===== src/rtl/count_pulse_debouncer_pkg.sv =====
// Shared definitions for the push-button debouncer: FSM state encoding and
// elaboration-time parameter legality checks (also reused by the counter bench).
`ifndef COUNT_PULSE_DEBOUNCER_PKG_SV
`define COUNT_PULSE_DEBOUNCER_PKG_SV

package count_pulse_debouncer_pkg;

   typedef enum logic [2:0] {
      ST_IDLE    = 3'd0,
      ST_ARM     = 3'd1,
      ST_HELD    = 3'd2,
      ST_REPEAT  = 3'd3,
      ST_RELEASE = 3'd4
   } cpd_state_e;

   // Every terminal timer value must fit, so the timer can never wrap.
   function automatic bit cpd_params_ok(input int dbc, input int dly, input int rate,
                                        input int tw);
      int lim;
      if (tw < 1 || tw > 30) return 1'b0;
      lim = 1 << tw;
      return (dbc >= 1) && (dly >= 1) && (rate >= 1) &&
             (dbc < lim) && (dly < lim) && (rate < lim);
   endfunction

endpackage

`define CPD_CHECK_PARAMS(DB, DLY, RATE, TW) \
   if (!count_pulse_debouncer_pkg::cpd_params_ok(DB, DLY, RATE, TW)) begin : g_bad_params \
      $error("count_pulse_debouncer: illegal parameter set"); \
   end

`endif


===== src/rtl/count_pulse_debouncer_sync.sv =====
// Two-flop synchronizer for a single asynchronous input bit.
module sync_2ff (
   input  logic clk_i,
   input  logic rst_i,
   input  logic d_i,
   output logic q_o
);

   logic meta_q;
   logic sync_q;

   always_ff @(posedge clk_i or posedge rst_i) begin
      if (rst_i) begin
         meta_q <= 1'b0;
         sync_q <= 1'b0;
      end else begin
         meta_q <= d_i;
         sync_q <= meta_q;
      end
   end

   assign q_o = sync_q;

endmodule


===== src/rtl/count_pulse_debouncer.sv =====
// Push-button conditioner: synchronizer, debounce FSM and auto-repeat, producing
// single-cycle count-enable pulses for the four-bit counter.
module count_pulse_debouncer
   import count_pulse_debouncer_pkg::*;
#(
   parameter int DEBOUNCE_CYCLES = 16,
   parameter int REPEAT_DELAY    = 64,
   parameter int REPEAT_RATE     = 16,
   parameter int TIMER_W         = 8
) (
   input  logic clk,
   input  logic rst,
   input  logic btn_in,
   input  logic repeat_en,
   output logic pulse,
   output logic btn_level,
   output logic repeating
);

   `CPD_CHECK_PARAMS(DEBOUNCE_CYCLES, REPEAT_DELAY, REPEAT_RATE, TIMER_W)

   localparam logic [TIMER_W-1:0] DB_LAST   = TIMER_W'(DEBOUNCE_CYCLES - 1);
   localparam logic [TIMER_W-1:0] DLY_LAST  = TIMER_W'(REPEAT_DELAY - 1);
   localparam logic [TIMER_W-1:0] RATE_LAST = TIMER_W'(REPEAT_RATE - 1);

   logic               s;
   cpd_state_e         state_q, state_d;
   logic [TIMER_W-1:0] timer_q, timer_d;
   logic               pulse_q, pulse_d;
   logic               level_q, level_d;

   sync_2ff u_sync (
      .clk_i (clk),
      .rst_i (rst),
      .d_i   (btn_in),
      .q_o   (s)
   );

   always_ff @(posedge clk or posedge rst) begin
      if (rst) begin
         state_q <= ST_IDLE;
         timer_q <= '0;
         pulse_q <= 1'b0;
         level_q <= 1'b0;
      end else begin
         state_q <= state_d;
         timer_q <= timer_d;
         pulse_q <= pulse_d;
         level_q <= level_d;
      end
   end

   // A drop of s is always tested first so it beats any terminal-count event.
   always_comb begin
      state_d = state_q;
      timer_d = timer_q + TIMER_W'(1);
      unique case (state_q)
         ST_IDLE: begin
            timer_d = '0;
            if (s) state_d = ST_ARM;
         end
         ST_ARM: begin
            if (!s)                      state_d = ST_IDLE;
            else if (timer_q == DB_LAST) state_d = ST_HELD;
         end
         ST_HELD: begin
            if (!s) state_d = ST_RELEASE;
            else if (timer_q == DLY_LAST) begin
               if (repeat_en) state_d = ST_REPEAT;
               else           timer_d = timer_q;
            end
         end
         ST_REPEAT: begin
            if (!s) state_d = ST_RELEASE;
            else if (!repeat_en) begin
               state_d = ST_HELD;
               timer_d = DLY_LAST;
            end else if (timer_q == RATE_LAST) timer_d = '0;
         end
         ST_RELEASE: begin
            if (s)                       state_d = ST_HELD;
            else if (timer_q == DB_LAST) state_d = ST_IDLE;
         end
         default: state_d = ST_IDLE;
      endcase
      // REPEAT->HELD keeps the saturated delay so re-enabling repeat fires at once.
      if (state_d != state_q && !(state_q == ST_REPEAT && state_d == ST_HELD))
         timer_d = '0;
   end

   always_comb begin
      pulse_d = 1'b0;
      level_d = level_q;
      unique case (state_q)
         ST_ARM: if (state_d == ST_HELD) begin
            pulse_d = 1'b1;
            level_d = 1'b1;
         end
         ST_HELD:    if (state_d == ST_REPEAT) pulse_d = 1'b1;
         ST_REPEAT:  if (state_d == ST_REPEAT && timer_q == RATE_LAST) pulse_d = 1'b1;
         ST_RELEASE: if (state_d == ST_IDLE) level_d = 1'b0;
         default: ;
      endcase
   end

   assign pulse     = pulse_q;
   assign btn_level = level_q;
   assign repeating = (state_q == ST_REPEAT);

endmodule

===== config.mk =====
export PLATFORM = sky130hd
export DESIGN_NAME = count_pulse_debouncer
export DESIGN_NICKNAME = d
export VERILOG_FILES = /design/src/rtl/count_pulse_debouncer_pkg.sv /design/src/rtl/count_pulse_debouncer_sync.sv /design/src/rtl/count_pulse_debouncer.sv
export SDC_FILE = /design/constraint.sdc
export NUM_CORES = 1
export LEC_CHECK = 0
export CORE_AREA = 4 4 51 53
export CTS_CLUSTER_SIZE = 40
export DETAILED_ROUTE_END_ITERATION = 6
export DIE_AREA = 0 0 55 57
export REMOVE_ABC_BUFFERS = 1
export SETUP_SLACK_MARGIN = 0.2
export SKIP_LAST_GASP = 1
export SLEW_MARGIN = 20
export SYNTH_ARGS = -nofsm -noshare
export SYNTH_HDL_FRONTEND = slang
export SYNTH_HIERARCHICAL = 1
export SYNTH_SLANG_ARGS = --single-unit

===== constraint.sdc =====
create_clock -name clk -period 4.1 [get_ports clk]
set_input_delay 0.41 -clock clk [delete_from_list [all_inputs] [get_ports clk]]
set_output_delay 0.41 -clock clk [all_outputs]
set_load 0.05 [all_outputs]

# Word-level counts from Yosys, hierarchy flattened
# Cells that the tools add are included.
[totals] regBits=15 latchBits=0 ramBits=0 mem_bits_ro=0 input_bits=4 output_inout_bits=3 mem_count=0
[op_classes] addsub=1 mul=0 n_div=0 order_cmp=0 n_eq_ne=12 n_shift=0 mux=26 bitwise_logic=0 reduce_logical=8
[ops] cell="$mux W8" count=7
[ops] cell="$mux W3" count=10
[ops] cell="$pmux W8 S3" count=1
[ops] cell="$pmux W3 S5" count=1
[ops] cell="$eq A3 B2 Y1 const B" count=4
[ops] cell="$add A8 B1 Y8 const B" count=1
[ops] cell="$eq A8 B4 Y1 const B" count=1
[ops] cell="$eq A8 B6 Y1 const B" count=1
[ops] cell="$logic_not A3 Y1" count=2
[ops] cell="$mux W1" count=5
[ops] cell="$ne A5 B5 Y1 const B" count=1
[ops] cell="$ne A2 B2 Y1 const B" count=2
[ops] cell="$eq A3 B1 Y1 const B" count=1
[ops] cell="$eq A3 B3 Y1 const B" count=1
[ops] cell="$logic_and A1 B1 Y1" count=3
[ops] cell="$ne A3 B3 Y1" count=1
[ops] cell="$pmux W1 S3" count=1
[ops] cell="$reduce_and A3 Y1" count=1
[ops] cell="$pmux W1 S2" count=1
[ops] cell="$reduce_bool A2 Y1" count=1
[ops] cell="$logic_not A1 Y1" count=1

# Longest topological paths before layout
[depth] ltp_word=9 ltp_mapped=7 ltp_nobuf=6

# Cells and area by module
# The synthesis kept the hierarchy.
[modules_own_cells] module="count_pulse_debouncer" n_inst=1 cells_each=100 area_per_inst_um2=882.1
[modules_own_cells] module="sync_2ff" n_inst=1 cells_each=3 area_per_inst_um2=53.8

# Worst setup path after synthesis
# OpenSTA, ideal clock, no wires.
[synth_timing] path_kind="flip-flop to flip-flop" startpoint="register timer_q[0]" endpoint="register timer_q[2]" setup_ns=0.095 t_arrival_ns=1.630 setup_slack_ns=2.375 path_stages_with_launch=8 n_path_buf=1 period_less_slack_ns=1.725 path_cell_list="dfrtp_1 ha_1 and4bb_4 and3_4 buf_6 o21ai_4 o211ai_4 nor4_4"
[synth_between] elab_chain_len=9 elab_cells_between_ends=24 cone_classes="add/sub (1); eq/ne (5); mux (15); reduce/logical (3)"
[synth_rtl] element="start, declared" line="count_pulse_debouncer.sv:28" source="logic [TIMER_W-1:0] timer_q, timer_d;"
[synth_rtl] element="start signal, assigned" line="count_pulse_debouncer.sv:47" source="timer_q <= timer_d;"
[synth_rtl] element="$eq A8 B4 Y1 or $eq A8 B6 Y1 (tied branches)"
[synth_rtl] element="$mux W3, on equally long branches" line="count_pulse_debouncer.sv:82, count_pulse_debouncer.sv:64, count_pulse_debouncer.sv:68"
[synth_rtl] element="$mux W3, on equally long branches" line="count_pulse_debouncer.sv:81, count_pulse_debouncer.sv:63, count_pulse_debouncer.sv:67"
[synth_rtl] element="$pmux W3 S5" line="count_pulse_debouncer.sv:57" source="unique case (state_q)"
[synth_rtl] element="$eq A3 B2 Y1" line="count_pulse_debouncer.sv:87" source="if (state_d != state_q && !(state_q == ST_REPEAT && state_d == ST_HELD))"
[synth_rtl] element="$logic_and A1 B1 Y1" line="count_pulse_debouncer.sv:87"
[synth_rtl] element="$logic_not A1 Y1" line="count_pulse_debouncer.sv:87"
[synth_rtl] element="$logic_and A1 B1 Y1" line="count_pulse_debouncer.sv:87"
[synth_rtl] element="$ne A5 B5 Y1 (no line) or $mux W8 (tied branches)"
# Parallel ways exist; a longest one is shown, timed or not. The select of a mux whose other input is x is not followed.
# A chain may end at the register's enable or synchronous reset.

# Worst setup path after layout
[layout_timing] startpoint="register state_q[1]" endpoint="output port repeating"
[layout_between] elab_chain_len=1
[layout_rtl] element="start, declared" line="count_pulse_debouncer.sv:27" source="cpd_state_e state_q, state_d;"
[layout_rtl] element="start signal, assigned" line="count_pulse_debouncer.sv:46" source="state_q <= state_d;"
[layout_rtl] element="$eq A3 B2 Y1" line="count_pulse_debouncer.sv:108" source="assign repeating = (state_q == ST_REPEAT);"
[layout_rtl] element="end, declared" line="count_pulse_debouncer.sv:17" source="output logic repeating"
# No other way between the ends.

==> summary.md <==
| Metric | Value |
|---|---|
| Status | finished, final reports clean |
| Rel. slew slack | 57.78% |
| Vias per std cell | about 5.5 |
| Clock buffer depth | 2 |
| Post-DP Area | about 1000 um^2 |
| Critical path's slowest cell | clkdlybuf4s50_1 |
| WL/cell | 14.41 um |
| Final #Nets | 113 |
| CP top delay family | buffers and inverters |
| Worst hold path class | in -> async |
| Leading area contributor after synthesis | dfrtp_1 |
| Max Clk Rate | between 300 and 400 MHz |
| Seq/Total Area, Yosys | 40.11% |
| Mapped Cells | ~100 |
| Total power | ~0.27 mW |
| H-tree Lvls | 1 |
| Fin. max-slew vios | 0 |
| Yosys warns | 6 |
| Clk_lat worst skew | 0.29 ns |
| I/O pin total | 7 |
| Critical path class | reg -> out |
| First-pass GRT wire length | 3.305 mm |
| Count of different cell masters after synthesis | 33 |
| Largest net degree at the start of global routing | 15 |
| Crit start category | register |
| CTS tree | done |
| WP buf/inv | 1 |
| CP Capture Type | output port |
| Clk slew on worst S/H paths | 0.09 ns |
| Comb pwr share | approximately 10% |
| Top_reg_cell synth | dfrtp_1 |
| Share of the synthesized area in the top cell type | about two fifths |
| Flop pwr share | 58.3% |
| DP Wirelength | roughly 1.4 mm |
| Crit share post-route | a little over 60% |
| CTS Hold Buffers Added | 0 |
| CTS Sinks | 15 |
| Hold slack final | ~0.29 ns |
| Max_cap viols | 0 |
| Detail Route Antenna Nets | 0 |
| Gpl congestion | between 0.8 and 0.9 |
| PortBufs | 6 |
| Post-route insts no fill | 135 |
| Tightest Pin Transition | 0.6285 ns |
| CP Cell Sequence | nor2b_1 -> and2_1 -> clkdlybuf4s50_1 |
| Post-CTS resize count | 0 |
| Via total after detailed routing | 737 |
| Pint | 0.2007 mW |
| Syn Area/Cell | 9.086 um^2 |
| Critical Path AT | 2.13 ns |
| Die area | roughly 0.0031 mm^2 |
| Post-route design area | 0.001023 mm^2 |
| Total gr overflow | 0 |
| P_leak | about 0.41 nW |
| VDD IR-drop max | 129.2 uV |
| CP peak stage delay | 0.80 ns |
| Num CTS Buffers | 3 |
| Setup TNS | 0 ns |
| PwrDens | between 200 and 300 mW/mm^2 |
| Post-synth EDFFs | 0 |
| Setup slack at placement | 1.942 ns |
| Final-report hold violation count | 0 |
| CP max FO | 10 |
| Initial Utilization | 43.56% |
| Final Worst Setup Slack | 1.558 ns |
| Ratio of cells with drive above 1 in the final layout | just over 10% |
| Fin util | 47.64% |
| RSZ-0062 raised after global routing | no |
| Cells after DPL | 131 |
| Post-CTS setup buffers | 0 |
| Critical path required time | between 3 and 4 ns |
| DRT Wirelength | about 2 mm |
| Post-Syn Area | a little over 900 um^2 |
| Syn-to-layout area delta | 9.358% |
| Ys async rst share | 100.0% |
| DRT iter0 DRCs | 10 |
| Core box area | 0.002148 mm^2 |
| Die height | 57 um |
| Setup Skew | 0.008498 ns |
| Die Wd | 55 um |
| Finish-stage setup viols | 0 |
| Initial antenna violation count | 0 |
| #FFs+latches synth | 15 |
| Antenna Cells | 0 |
| DRT Pass-1 Iters | 4 |
| Switching Share | 26.59% |
| Total GRT Usage | 14.88% |
| CTS root buf | clkbuf_4 |
| Clk network pwr share | 31.8% |
| Number of remaining DRC errors | 0 |
| Fin crit period | between 2 and 3 ns |
| Num rows | 17 |
| Synth top area cells | dfrtp_1 (40%), a21oi_1 (4.8%), nand3_1 (3.7%) |
| Number of global-route vias before repair | 705 |
| Filler instances | 206 |
| P_sw | between 0.07 and 0.08 mW |
cells in the final DEF (no fill, tap or decap), types with 5 or more instances in the layout:
master / netlist / layout
a21oi_1: 9 / 9
clkdlybuf4s50_1: 0 / 6
dfrtp_1: 15 / 15
inv_1: 5 / 5
nand2_1: 6 / 6
nand3_1: 7 / 7
nor2_1: 9 / 9
nor3_1: 7 / 7
o21ai_0: 6 / 6
sequential cells by signal (all words and copies together) (netlist names):
signal / flops
u_sync/q_o: 1
state_q: 3
u_sync/meta_q: 1
timer_q: 8
pulse: 1
btn_level: 1
metal layers:
metal  vias to the layer above  part of all wire [%]  track usage (%)
li1                        375                     -                -
met1                       344                    49            20.83
met2                        14                    46            20.95
met3                         4                   2.8            2.350
met4                         0                   2.5            9.375
met5                         -                     0                0
path summary, 6_finish.rpt:
kind,startpoint,cells after the start,to,slack [ns]
min in group clk,u_sync/meta_q,0,u_sync/q_o,0.36
min,rst,2,u_sync/meta_q,0.29
min reg2reg,u_sync/meta_q,0,u_sync/q_o,0.36
max in group asynchronous,rst,2,timer_q[1],3.28
max,state_q[1],3,repeating,1.56
max reg2reg,timer_q[0],6,timer_q[1],2.20
power groups by stage:
stage	Sequential, mW	Clock [mW]	Combinational, mW
2_1_floorplan	0.162	0	0.0174
3_3_place_gp	0.162	0	0.0273
3_5_place_dp	0.162	0	0.0274
4_1_cts	0.159	0.0917	0.0275
5_1_grt	0.160	0.0959	0.0306
6_report	0.159	0.0870	0.0272
layout make-up:
| type | count | area (um^2) | area share [%] |
|---|---|---|---|
| sequential | 15 | 375.4 | 36.67 |
| inverter | 5 | 18.77 | 1.834 |
| multi-input combinational | 77 | 508.0 | 49.63 |
| clock buffer | 4 | 26.28 | 2.567 |
| tap | 28 | 35.03 | 3.423 |
| timing repair buffer | 6 | 60.06 | 5.868 |
worst register-to-register path: stages (launching register included):
cell      delay [ns]
dfrtp_1         0.40
ha_1            0.24
and4bb_4        0.28
nand3_1         0.20
a221o_1         0.41
o211ai_4        0.15
nor3_1          0.10
Yosys cell counts (2+ instances only):
cell,number
nor3_1,7
nand2b_1,3
a31oi_1,3
clkbuf_1,2
and2_1,2
a21oi_1,9
buf_2,3
and3_1,2
nand3b_1,2
nor2_1,9
o41ai_1,2
dfrtp_1,15
inv_1,5
xor2_1,3
nand3_1,7
xnor2_1,2
nand2_1,6
o21ai_0,6
logic make-up (layout without fill, tap and decap cells):
group | Yosys count | in the layout | share of synthesized area (%)
adder cells (fa/ha/maj) | 1 | 1 | 1.337
AO/OA/AOI/OAI | 27 | 27 | 21.12
flip-flops | 15 | 15 | 40.11
AND/OR/NAND/NOR | 44 | 44 | 27.14
XOR/XNOR | 5 | 5 | 4.680
buffers and inverters | 11 | 15 | 5.615
No activity file was read; power rests on OpenSTA's default activity.
